### config.mk
export PLATFORM = sky130hd
export DESIGN_NAME = rx_receiver
export DESIGN_NICKNAME = d
export VERILOG_FILES = /design/src/rtl/rx_receiver.sv
export SDC_FILE = /design/constraint.sdc
export NUM_CORES = 1
export LEC_CHECK = 0
export ABC_AREA = 1
export BUFFER_PORTS_ARGS = -buffer_cell sky130_fd_sc_hd__buf_2
export CORE_ASPECT_RATIO = 1.4
export CORE_MARGIN = 2
export CORE_UTILIZATION = 57
export CTS_CLUSTER_SIZE = 12
export DETAILED_ROUTE_END_ITERATION = 8
export MAX_ROUTING_LAYER = met4
export PLACE_DENSITY = 0.84
export SLEW_MARGIN = 25
export SYNTH_ARGS = -nofsm -noshare
export SYNTH_HDL_FRONTEND = slang
export SYNTH_SLANG_ARGS = --single-unit
### constraint.sdc
create_clock -name clk -period 2.45 [get_ports clk]
set_input_delay 0.49 -clock clk [delete_from_list [all_inputs] [get_ports clk]]
set_output_delay 0.49 -clock clk [all_outputs]
set_load 0.1 [all_outputs]
### src/rtl/rx_receiver.sv
// rx_receiver: oversampling serial packet receiver with CRC-16-CCITT check.
// Optional saturating error counter on err_count when RX_ERR_COUNT_EN is defined.
module rx_receiver #(
    parameter int CLKS_PER_BIT = 32,
    parameter int PACKET_W     = 136,
    parameter int CRC_W        = 16
) (
    input  logic                clk,
    input  logic                rst,
    input  logic                rx_line,
    output logic [PACKET_W-1:0] rx_packet,
    output logic                rx_valid,
    output logic                crc_ok,
    output logic                crc_err,
    output logic                frame_err,
    output logic                busy,
    output logic [7:0]          err_count
);
    localparam int CNT_W = (CLKS_PER_BIT > 1) ? $clog2(CLKS_PER_BIT) : 1;
    localparam int IDX_W = $clog2(PACKET_W + 1);
    localparam logic [CNT_W-1:0] HALF_CNT = CNT_W'(CLKS_PER_BIT / 2 - 1);
    localparam logic [CNT_W-1:0] LAST_CNT = CNT_W'(CLKS_PER_BIT - 1);
    localparam logic [IDX_W-1:0] LAST_IDX = IDX_W'(PACKET_W - 1);
    localparam logic [CRC_W-1:0] CRC_POLY = CRC_W'(16'h1021);

    typedef enum logic [2:0] {
        IDLE,
        START,
        DATA,
        STOP,
        WAIT_IDLE
    } state_t;

    state_t              state_q;
    logic                sync1_q;
    logic                sync2_q;
    logic [CNT_W-1:0]    cnt_q;
    logic [IDX_W-1:0]    idx_q;
    logic [PACKET_W-1:0] shift_q;
    logic [CRC_W-1:0]    crc_q;
    logic [PACKET_W-1:0] pkt_q;
    logic                valid_q;
    logic                ok_q;
    logic                cerr_q;
    logic                ferr_q;

    logic             line;
    logic [CRC_W-1:0] crc_d;
    logic             done;

    assign line  = sync2_q;
    assign crc_d = {crc_q[CRC_W-2:0], 1'b0}
                 ^ ((crc_q[CRC_W-1] ^ line) ? CRC_POLY : '0);
    assign done  = (state_q == STOP) && (cnt_q == LAST_CNT);

    always_ff @(posedge clk) begin
        if (rst) begin
            state_q <= IDLE;
            sync1_q <= 1'b1;
            sync2_q <= 1'b1;
            cnt_q   <= '0;
            idx_q   <= '0;
            shift_q <= '0;
            crc_q   <= '1;
            pkt_q   <= '0;
            valid_q <= 1'b0;
            ok_q    <= 1'b0;
            cerr_q  <= 1'b0;
            ferr_q  <= 1'b0;
        end else begin
            sync1_q <= rx_line;
            sync2_q <= sync1_q;
            valid_q <= 1'b0;
            case (state_q)
                IDLE: begin
                    if (!line) begin
                        state_q <= START;
                        cnt_q   <= '0;
                    end
                end
                START: begin
                    if (cnt_q == HALF_CNT) begin
                        // A high line at mid start bit is treated as a glitch.
                        if (!line) begin
                            state_q <= DATA;
                            cnt_q   <= '0;
                            idx_q   <= '0;
                            crc_q   <= '1;
                        end else begin
                            state_q <= IDLE;
                        end
                    end else begin
                        cnt_q <= cnt_q + 1'b1;
                    end
                end
                DATA: begin
                    if (cnt_q == LAST_CNT) begin
                        cnt_q   <= '0;
                        shift_q <= {shift_q[PACKET_W-2:0], line};
                        crc_q   <= crc_d;
                        idx_q   <= idx_q + 1'b1;
                        if (idx_q == LAST_IDX) begin
                            state_q <= STOP;
                        end
                    end else begin
                        cnt_q <= cnt_q + 1'b1;
                    end
                end
                STOP: begin
                    if (done) begin
                        cnt_q   <= '0;
                        pkt_q   <= shift_q;
                        ok_q    <= (crc_q == '0);
                        cerr_q  <= (crc_q != '0);
                        ferr_q  <= !line;
                        valid_q <= 1'b1;
                        state_q <= line ? IDLE : WAIT_IDLE;
                    end else begin
                        cnt_q <= cnt_q + 1'b1;
                    end
                end
                WAIT_IDLE: begin
                    if (line) begin
                        state_q <= IDLE;
                    end
                end
                default: state_q <= IDLE;
            endcase
        end
    end

`ifdef RX_ERR_COUNT_EN
    logic [7:0] err_cnt_q;

    always_ff @(posedge clk) begin
        if (rst) begin
            err_cnt_q <= '0;
        end else if (done && ((crc_q != '0) || !line)
                     && (err_cnt_q != 8'hFF)) begin
            err_cnt_q <= err_cnt_q + 8'd1;
        end
    end

    assign err_count = err_cnt_q;
`else
    assign err_count = 8'h00;
`endif

    assign rx_packet = pkt_q;
    assign rx_valid  = valid_q;
    assign crc_ok    = ok_q;
    assign crc_err   = cerr_q;
    assign frame_err = ferr_q;
    assign busy      = (state_q != IDLE);
endmodule

Word-level counts from Yosys, hierarchy flattened
Index checks and enable logic that the tools add are counted.
{ "totals": {"inputBits": 3, "elab_cells": 68, "regBits": 310, "output_inout_bits": 149} }
{ "classes": {"mux": 24, "reduce_logical": 13, "bitwise_logic": 3, "n_addsub": 2, "n_eq_ne": 14} }
{ "ops": {"columns": ["operator", "count"], "rows": [
  ["2-to-1 mux 16 bit", 3],
  ["one-hot mux 16 bit (2 select lines)", 1],
  ["2-to-1 mux 8 bit", 3],
  ["2-to-1 mux 3 bit", 7],
  ["2-to-1 mux 5 bit", 4],
  ["one-hot mux 5 bit (4 select lines)", 1],
  ["zero test 16 bit", 1],
  ["one-hot mux 8 bit (2 select lines)", 1],
  ["nonzero test 16 bit", 1],
  ["XOR 16 x 13 -> 16 bit", 1],
  ["one-hot mux 3 bit (5 select lines)", 1],
  ["inequality test 2 bit (second input constant)", 7],
  ["2-to-1 mux 13 bit", 1],
  ["adder 8 x 1 -> 8 bit (second input constant)", 1],
  ["== test 8 bit (second input constant)", 1],
  ["== test 3 x 2 -> 1 bit (second input constant)", 2],
  ["AND reduction 6 bit", 1],
  ["adder 5 x 1 -> 5 bit (second input constant)", 1],
  ["== test 5 x 4 -> 1 bit (second input constant)", 1],
  ["== test 5 bit (second input constant)", 1],
  ["AND reduction 2 bit", 2],
  ["AND reduction 4 bit", 1],
  ["nonzero test 4 bit", 1],
  ["== test 3 x 1 -> 1 bit (second input constant)", 1],
  ["11 further kinds", 11]
]} }

Logic depth before layout (Yosys ltp)
Gate-level depths: netlist of the first run.
{ "depth": {"ltp_word": 5, "depth_mapped": 12} }

Worst setup path before layout of the first run
OpenSTA, ideal clock, no wires.
{ "synth_timing": {"kind": "reg2reg", "start": "reg state_q[2]", "end": "reg state_q[1]", "required_time_ns": 2.334, "path_buffers": 0, "path_slack_ns": 0.541, "stages_incl_launch_ff": 7, "arrival_ns": 1.793, "setup_ns": 0.116, "cell_sequence": "dfxtp_1 > nor2_2 > nand2_1 > o21ai_0 > nor2_1 > o21ai_0 > nor2_1"} }
{ "synth_between": {"elab_chain_cells": 4, "elab_cells_between_ends": 14, "classes_between": "eq/ne (10); mux (1); reduce/logical (3)"} }
{ "synth_rtl": {"columns": ["item", "line_no", "source"], "rows": [
  ["start, declared", "34", "state_t state_q;"],
  ["start signal, assigned", "117", "state_q <= line ? IDLE : WAIT_IDLE;"],
  ["== test 3 x 2 -> 1 bit", "54, 74", null],
  ["logical AND 1 bit", "54", "assign done = (state_q == STOP) && (cnt_q == LAST_CNT);"],
  ["inequality test 2 bit (no source line)", null, null],
  ["AND reduction 6 bit (no source line)", null, null]
]} }
Parallel ways exist; a longest one is shown, timed or not.
A chain may end at the register's enable or synchronous reset.

Final worst setup path of the first run
{ "layout_timing": {"start": "reg cnt_q[1]", "end": "reg pkt_q[99] (netlist: rx_packet[99])"} }
{ "layout_between": {"elab_chain_cells": 3} }
{ "layout_rtl": {"columns": ["item", "line_no", "source"], "rows": [
  ["start, declared", "37", "logic [CNT_W-1:0] cnt_q;"],
  ["start signal, assigned", "93", "cnt_q <= cnt_q + 1'b1;"],
  ["start signal, assigned", "106", "cnt_q <= cnt_q + 1'b1;"],
  ["start signal, assigned", "119", "cnt_q <= cnt_q + 1'b1;"],
  ["== test 5 bit", "54", null],
  ["logical AND 1 bit", "54", null],
  ["AND reduction 2 bit (no source line)", null, null],
  ["end signal, assigned", "112", "pkt_q <= shift_q;"],
  ["end, declared", "41", "logic [PACKET_W-1:0] pkt_q;"]
]} }
No other way between the ends.

==> impl_metrics.sql, run 1 <==
INSERT INTO impl_metrics (metric_group, metric, value, unit) VALUES
('run_status', 'outcome', 'finished clean', ''),
('sta', 'clock-skew-final', '0.0199', 'ns'),
('grt', 'groute.usage.overall', '23.7', '%'),
('floorplanning', 'core_region_area', '0.0194', 'mm²'),
('sta', 'finalHoldWorstSlack', '0.180', 'ns'),
('pwr', 'pwr-share-comb', '10.0', '%'),
('yosys', 'avgSynthCellArea', '7.78', 'µm²'),
('drt', 'vias_per_cell', '5.34', ''),
('min_path', 'min_to', 'sync1_q', ''),
('sta', 'worst_slew_pin_slew', '0.692', 'ns'),
('pwr', 'power_internal', '7.65', 'mW'),
('grt', 'grt_pass1_vias', '8820', ''),
('clocking', 'clock_path_buffers', '3', ''),
('critical_path', 'slowest_stage', 'buf_4', ''),
('sta', 'unrepaired_setup_endpoints_after_global_routing', 'no', ''),
('floorplanning', 'floorplan.die_area', '0.0210', 'mm²'),
('drt', 'dr_total_vias', '9602', ''),
('grt', 'grt_antenna_before_repair', '0', ''),
('min_path', 'hold_path.class', 'primary input to register', ''),
('critical_path', 'depth_of_the_worst_register_to_register_path', '9', ''),
('critical_path', 'regToRegStartpoint', 'cnt_q[1]', ''),
('sta', 'drv_slew', '0', ''),
('yosys', 'synthDominantCellAreaShare', '54.9', '%'),
('yosys', 'syn-cell-area', '0.0113', 'mm²'),
('place', 'io_buffers', '143', ''),
('grt', 'grt_pass1_wl', '40700', 'µm'),
('finish', 'seq_area', '0.00621', 'mm²'),
('critical_path', 'timing.reg2reg.setup_slack', '0.26', 'ns'),
('yosys', 'post_synth_inst_count', '1452', ''),
('floorplanning', 'num_io_pins', '152', ''),
('critical_path', 'cp-start-kind', 'register', ''),
('sta', 'finalHoldViolations', '0', ''),
('pwr', 'p_seq_share', '51.3', '%'),
('grt', 'grt_max_degree', '156', ''),
('clocking', 'post_cts_buffers', '0', ''),
('yosys', 'yosysTopAreaCell', 'dfxtp_1', ''),
('critical_path', 'worstPathArrival', '2.67', 'ns'),
('floorplanning', 'start_util', '58.4', '%'),
('finish', 'antenna_cells', '0', ''),
('floorplanning', 'die_y', '171', 'µm'),
('sta', 'min_period', '2.19', 'ns'),
('clocking', 'tritoncts', 'built', ''),
('critical_path', 'critical_r2r_capture', 'rx_packet[99]', ''),
('drt', 'drtAntennaViolNets', '0', ''),
('drt', 'totalWireLength', '24900', 'µm'),
('yosys', 'synth.yosys.seq_area_share', '54.9', '%'),
('critical_path', 'worstPathCellList', 'ha_1, nand2_1, nor2_1, ha_1, inv_1, nor2_4, buf_4, o21ai_0, nor2_1', ''),
('pwr', 'power.static_leakage', '5.82', 'nW'),
('pwr', 'power.switching', '2.60', 'mW'),
('clocking', 'clock_latency', '0.55', 'ns'),
('drt', 'first_iter_violations', '677', ''),
('clocking', 'clock-root-buffer', 'clkbuf_16', ''),
('min_path', 'hold_path_depth', '2', ''),
('critical_path', 'timing.setup.critical_path_class', 'register to register', ''),
('clocking', 'cts-buffers-inserted', '30', ''),
('place', 'globalplace.congestion', '0.895', ''),
('pwr', 'swShare', '25.4', '%'),
('clocking', 'numClockSinks', '310', ''),
('yosys', 'main_area_contributors_after_synthesis', 'dfxtp_1 55%, nand2_1 10%, nor2_1 10%, o21ai_0 7.2%, a21oi_1 6.9%', ''),
('place', 'detailed_place_hpwl', '14900', 'µm'),
('yosys', 'synth-warning-count', '0', ''),
('drt', 'routed_wire_length_per_instance', '13.8', 'µm'),
('run', 'max-cap-violations', '0', ''),
('grt', 'global_route.overflow_total', '0', ''),
('floorplanning', 'fp.dieW', '123', 'µm'),
('finish', 'area_used_by_multi_input_combinational_logic', '0.00433', 'mm²'),
('clocking', 'clock_tree.htree_level_count', '1', ''),
('pwr', 'vdd_drop_max', '0.000575', 'V'),
('clocking', 'hold_buffers', '0', ''),
('pwr', 'p_per_area', '803', 'mW/mm²'),
('sta', 'finalSetupTns', '0', 'ns');
worst max-delay path, delay by kind of cell, from the launching register on:
family / cells / cell delay, ns
AO/OA/AOI/OAI: 1 / 0.18
adder cells (fa/ha/maj): 2 / 0.44
buffers and inverters: 2 / 0.55
flip-flops: 1 / 0.39
AND/OR/NAND/NOR: 4 / 0.57
worst max path at each step:
| stage | start | to | slack, ns | depth (start not counted) |
|---|---|---|---|---|
| finish | cnt_q[1] | rx_packet[99] | 0.26 | 9 |
| global route | cnt_q[1] | rx_packet[99] | 0.03 | 9 |
| floorplan | state_q[2] | state_q[1] | 0.54 | 6 |
| CTS | cnt_q[1] | crc_ok | 0.23 | 9 |
| detailed placement | cnt_q[0] | frame_err | 0.26 | 9 |
| global placement | cnt_q[0] | frame_err | 0.35 | 9 |
synthesized netlist by cell type (all sizes together):
master	n
and3	1
xor2	1
xnor2	1
nor3	1
nand4	7
clkbuf	43
ha	4
o21bai	1
a21oi	155
nand2	317
or2	2
buf	65
o21ai	163
dfxtp	310
inv	41
nor2	304
nand3	21
conb	1
o211ai	14
area by class of cell:
cell class                 instances  share of cell area [%]
multi-input combinational       1000                    33.9
inverter                          41                    1.26
tap                              248                    2.43
timing repair buffer             164                    7.60
clock inverter                     2                   0.215
sequential                       310                    48.6
clock buffer                      33                    6.04
repair_timing:
item,in CTS,in global routing
setup endpoints to repair,0,15
hold endpoints to repair,0,0
gates resized for setup,0,2
through the flow:
stage | area (µm²) | setup slack (ns) | instances | total power [mW] | utilization (%)
after floorplan | 11300 | 0.541 | 1459 | 6.17 | -
after global placement | 12000 | 0.348 | 1763 | 6.33 | 61.8
after detailed placement | 12000 | 0.261 | 1763 | 6.36 | 61.8
after CTS | 12800 | 0.229 | 1798 | 10.3 | 65.9
after global routing | 12800 | 0.0307 | 1798 | 10.7 | 66.0
final | 12800 | 0.255 | 1798 | 10.3 | 66.0
logic make-up after synthesis:
family          synth area share [%]
flops                           54.9
simple gates                    22.3
fa+ha+maj                      0.443
other cells                   0.0332
compound gates                  15.1
xor+xnor                       0.155
buf+inv                         7.07
placed cells by master (no fill, tap or decap), drive strengths merged:
cell type	Yosys	layout
dfxtp	310	310
inv	41	42
buf	65	164
o21bai	1	1
clkinv	0	1
o21ai	163	163
nand4	7	7
ha	4	4
nor3	1	1
o211ai	14	14
nand3	21	21
nand2	317	317
conb	1	8
a21oi	155	155
or2	2	2
xnor2	1	1
nor2	304	304
clkbuf	43	33
and3	1	1
xor2	1	1
state kept, by name (all words and copies together) (netlist names):
name / count
rx_packet: 136
shift_q: 136
crc_q: 16
idx_q: 8
cnt_q: 5
state_q: 3
crc_err: 1
crc_ok: 1
frame_err: 1
line: 1
rx_valid: 1
sync1_q: 1
per-layer routing:
metal / share of wire [%] / global-route usage [%] / vias to the layer above
met5: 0 / - / -
met1: 43 / 28.9 / 4499
li1: - / - / 4806
met3: 4.8 / 3.37 / 45
met4: 2.1 / 6.97 / 0
met2: 51 / 40.5 / 252
power groups by stage:
stage	combinational, mW	clock (mW)	sequential [mW]
floorplan	0.829	0	5.34
global placement	0.965	0	5.36
detailed placement	0.989	0	5.37
CTS	1.00	4.04	5.26
global route	1.12	4.26	5.28
finish	1.02	3.97	5.26
Note: power is estimated with default switching activity, not from simulation.
==> run 2: changes to the inputs <==
Settings changed: CELL_PAD_IN_SITES_DETAIL_PLACEMENT set to 0, CELL_PAD_IN_SITES_GLOBAL_PLACEMENT set to 1, CORE_UTILIZATION 57 to 42.
==> run 2 against run 1 <==
  * Critical path depth unchanged
  * Sequential cell count unchanged
  * Non-clock buffer count is 7 lower
  * Global-route usage decreased by 5.6 points
  * First-iteration DRC count down 34%
  * Hold slack got worse by 0.027 ns
==> impl_metrics.sql, run 2 (same netlist as run 1, synthesis figures left out) <==
INSERT INTO impl_metrics (metric_group, metric, value, unit) VALUES
('finish', 'synthToLayoutAreaGrowth', '14.6', '%'),
('sta', 'finalHoldViolations', '0', ''),
('clocking', 'clk_transition_reported_paths', '0.06', 'ns'),
('grt', 'grt_max_degree', '156', ''),
('sta', 'clock-skew-final', '0.0144', 'ns'),
('critical_path', 'timing.setup.critical_path_class', 'register to register', ''),
('critical_path', 'critical_path.max_stage_delay', '0.41', 'ns'),
('critical_path', 'worstPathArrival', '2.65', 'ns'),
('clocking', 'numClockSinks', '310', ''),
('floorplanning', 'fp.dieW', '143', 'µm'),
('floorplanning', 'die_y', '198', 'µm'),
('floorplanning', 'core_region_area', '0.0267', 'mm²'),
('pwr', 'p_per_area', '818', 'mW/mm²'),
('sta', 'unrepaired_setup_endpoints_after_global_routing', 'no', ''),
('grt', 'grt_antenna_before_repair', '0', ''),
('sta', 'finalHoldWorstSlack', '0.153', 'ns'),
('pwr', 'power.static_leakage', '5.84', 'nW'),
('finish', 'post_route_cells_drive_above_1_share', '13.4', '%'),
('critical_path', 'cp-start-kind', 'register', ''),
('finish', 'layout.cells.most_common_list', '315 x nand2_1, 310 x dfxtp_1, 302 x nor2_1, 162 x o21ai_0, 155 x a21oi_1', ''),
('critical_path', 'critical_r2r_capture', 'frame_err', ''),
('clocking', 'cts-buffers-inserted', '31', ''),
('pwr', 'vdd_drop_max', '0.000573', 'V'),
('min_path', 'hold_path.class', 'primary input to register', ''),
('clocking', 'tritoncts', 'built', ''),
('drt', 'vias_per_cell', '5.00', ''),
('sta', 'drv_slew', '0', ''),
('drt', 'detail_route.drc_violations', '0', ''),
('clocking', 'post_cts_buffers', '0', ''),
('floorplanning', 'floorplan.die_area', '0.0283', 'mm²'),
('min_path', 'timing.hold.worst.start', 'rx_line', ''),
('floorplanning', 'num_io_pins', '152', ''),
('place', 'globalplace.congestion', '0.736', ''),
('sta', 'setup_slack', '0.260', 'ns'),
('critical_path', 'worstPathRequired', '2.92', 'ns'),
('critical_path', 'depth_of_the_worst_register_to_register_path', '9', ''),
('min_path', 'min_to', 'sync1_q', ''),
('drt', 'dr.pass1.iters', '4', ''),
('clocking', 'clock_latency', '0.56', 'ns'),
('place', 'io_buffers', '143', ''),
('finish', 'layout.nets', '1548', ''),
('sta', 'finalSetupTns', '0', 'ns'),
('critical_path', 'regToRegStartpoint', 'cnt_q[1]', ''),
('sta', 'min_period', '2.19', 'ns'),
('run', 'max-cap-violations', '0', ''),
('drt', 'first_iter_violations', '447', ''),
('grt', 'grt_pass1_vias', '8815', ''),
('min_path', 'hold_path_depth', '2', ''),
('sta', 'slew_headroom', '41.1', '%'),
('drt', 'dr_total_vias', '9366', ''),
('run_status', 'outcome', 'finished clean', ''),
('sta', 'worst_slew_pin_slew', '0.883', 'ns'),
('critical_path', 'crit_fanout', '140', ''),
('clocking', 'hold_buffers', '0', ''),
('sta', 'achievable-frequency', '457', 'MHz'),
('sta', 'finalCritPeriodShare', '89.4', '%'),
('critical_path', 'slowest_stage', 'buf_12', ''),
('place', 'post-place-ws', '0.318', 'ns'),
('critical_path', 'worst_setup_path_end_kind', 'register', ''),
('grt', 'global_route.overflow_total', '0', ''),
('critical_path', 'timing.reg2reg.setup_slack', '0.26', 'ns'),
('finish', 'antenna_cells', '0', ''),
('grt', 'grt_pass1_wl', '41800', 'µm'),
('clocking', 'clock_path_buffers', '3', ''),
('clocking', 'post_cts_resize_count', '0', ''),
('sta', 'finalSetupViolCount', '0', ''),
('drt', 'totalWireLength', '25200', 'µm'),
('clocking', 'clock-root-buffer', 'clkbuf_16', ''),
('floorplanning', 'start_util', '42.4', '%'),
('place', 'detailed_place_hpwl', '14300', 'µm'),
('critical_path', 'path_buf_inv', '2', ''),
('drt', 'routed_wire_length_per_instance', '13.4', 'µm'),
('finish', 'layout.cells.most_common', 'nand2_1', ''),
('floorplanning', 'floorplan.rows', '71', ''),
('critical_path', 'worstPathCellList', 'ha_1, nand2_1, nor2_1, ha_1, inv_1, nor2_4, buf_12, nand2_1, a21oi_1', ''),
('grt', 'groute.usage.overall', '18.0', '%'),
('critical_path', 'critical-path-top-delay-family', 'simple AND/OR/NAND/NOR gates', ''),
('drt', 'drtAntennaViolNets', '0', ''),
('clocking', 'clock_tree.htree_level_count', '1', '');
==> run 2: cell types whose count changed in the layout (fill, tap and decap cells not counted), moves of 2 or more <==
cell       before  now
buf_4          13    4
clkinv_2        0    3
bufinv_16       0    2
buf_12          7   11
buf_6           2    0
==> run 2: area by class of cell <==
type                            count  area, µm²
Clock buffer                       32        779
Clock inverter                      7        104
Fill cell                        2660      13700
Inverter                           41        161
Multi-Input combinational cell   1000       4330
Sequential cell                   310       6210
Tap cell                          328        410
Timing Repair Buffer              157        961
==> run 2: where the power goes <==
part           internal [mW]  leakage (nW)  switching, mW  total (mW)
logic                  0.282          2.91          0.736        1.02
registers               5.17          2.50         0.0858        5.26
clock network           2.47         0.438           1.86        4.33
total                   7.92          5.84           2.68        10.6
==> run 2: per-layer routing <==
layer	vias to the layer above	part of all wire (%)	global-route usage, %
li1	4803	-	-
met1	4347	45	21.9
met2	170	49	31.4
met3	46	4.2	2.30
met4	0	2.3	5.17
met5	-	0	-
==> run 2: worst max-delay path by stage <==
stage,end,cells past startpoint,startpoint,slack [ns]
after floorplan,state_q[1],6,state_q[2],0.54
after global placement,frame_err,9,cnt_q[0],0.36
after detailed placement,frame_err,9,cnt_q[0],0.32
after CTS,busy,3,state_q[1],0.25
after global routing,rx_packet[9],9,cnt_q[1],0.05
final,frame_err,9,cnt_q[1],0.26
==> run 2: stage by stage <==
step	instance area (µm²)	cells	utilization [%]	total power, mW
floorplan	11300	1459	-	6.17
global placement	12100	1836	45.3	6.38
detailed placement	12100	1836	45.3	6.39
CTS	13000	1875	48.6	10.7
global route	13000	1875	48.6	11.1
finish	13000	1875	48.6	10.6
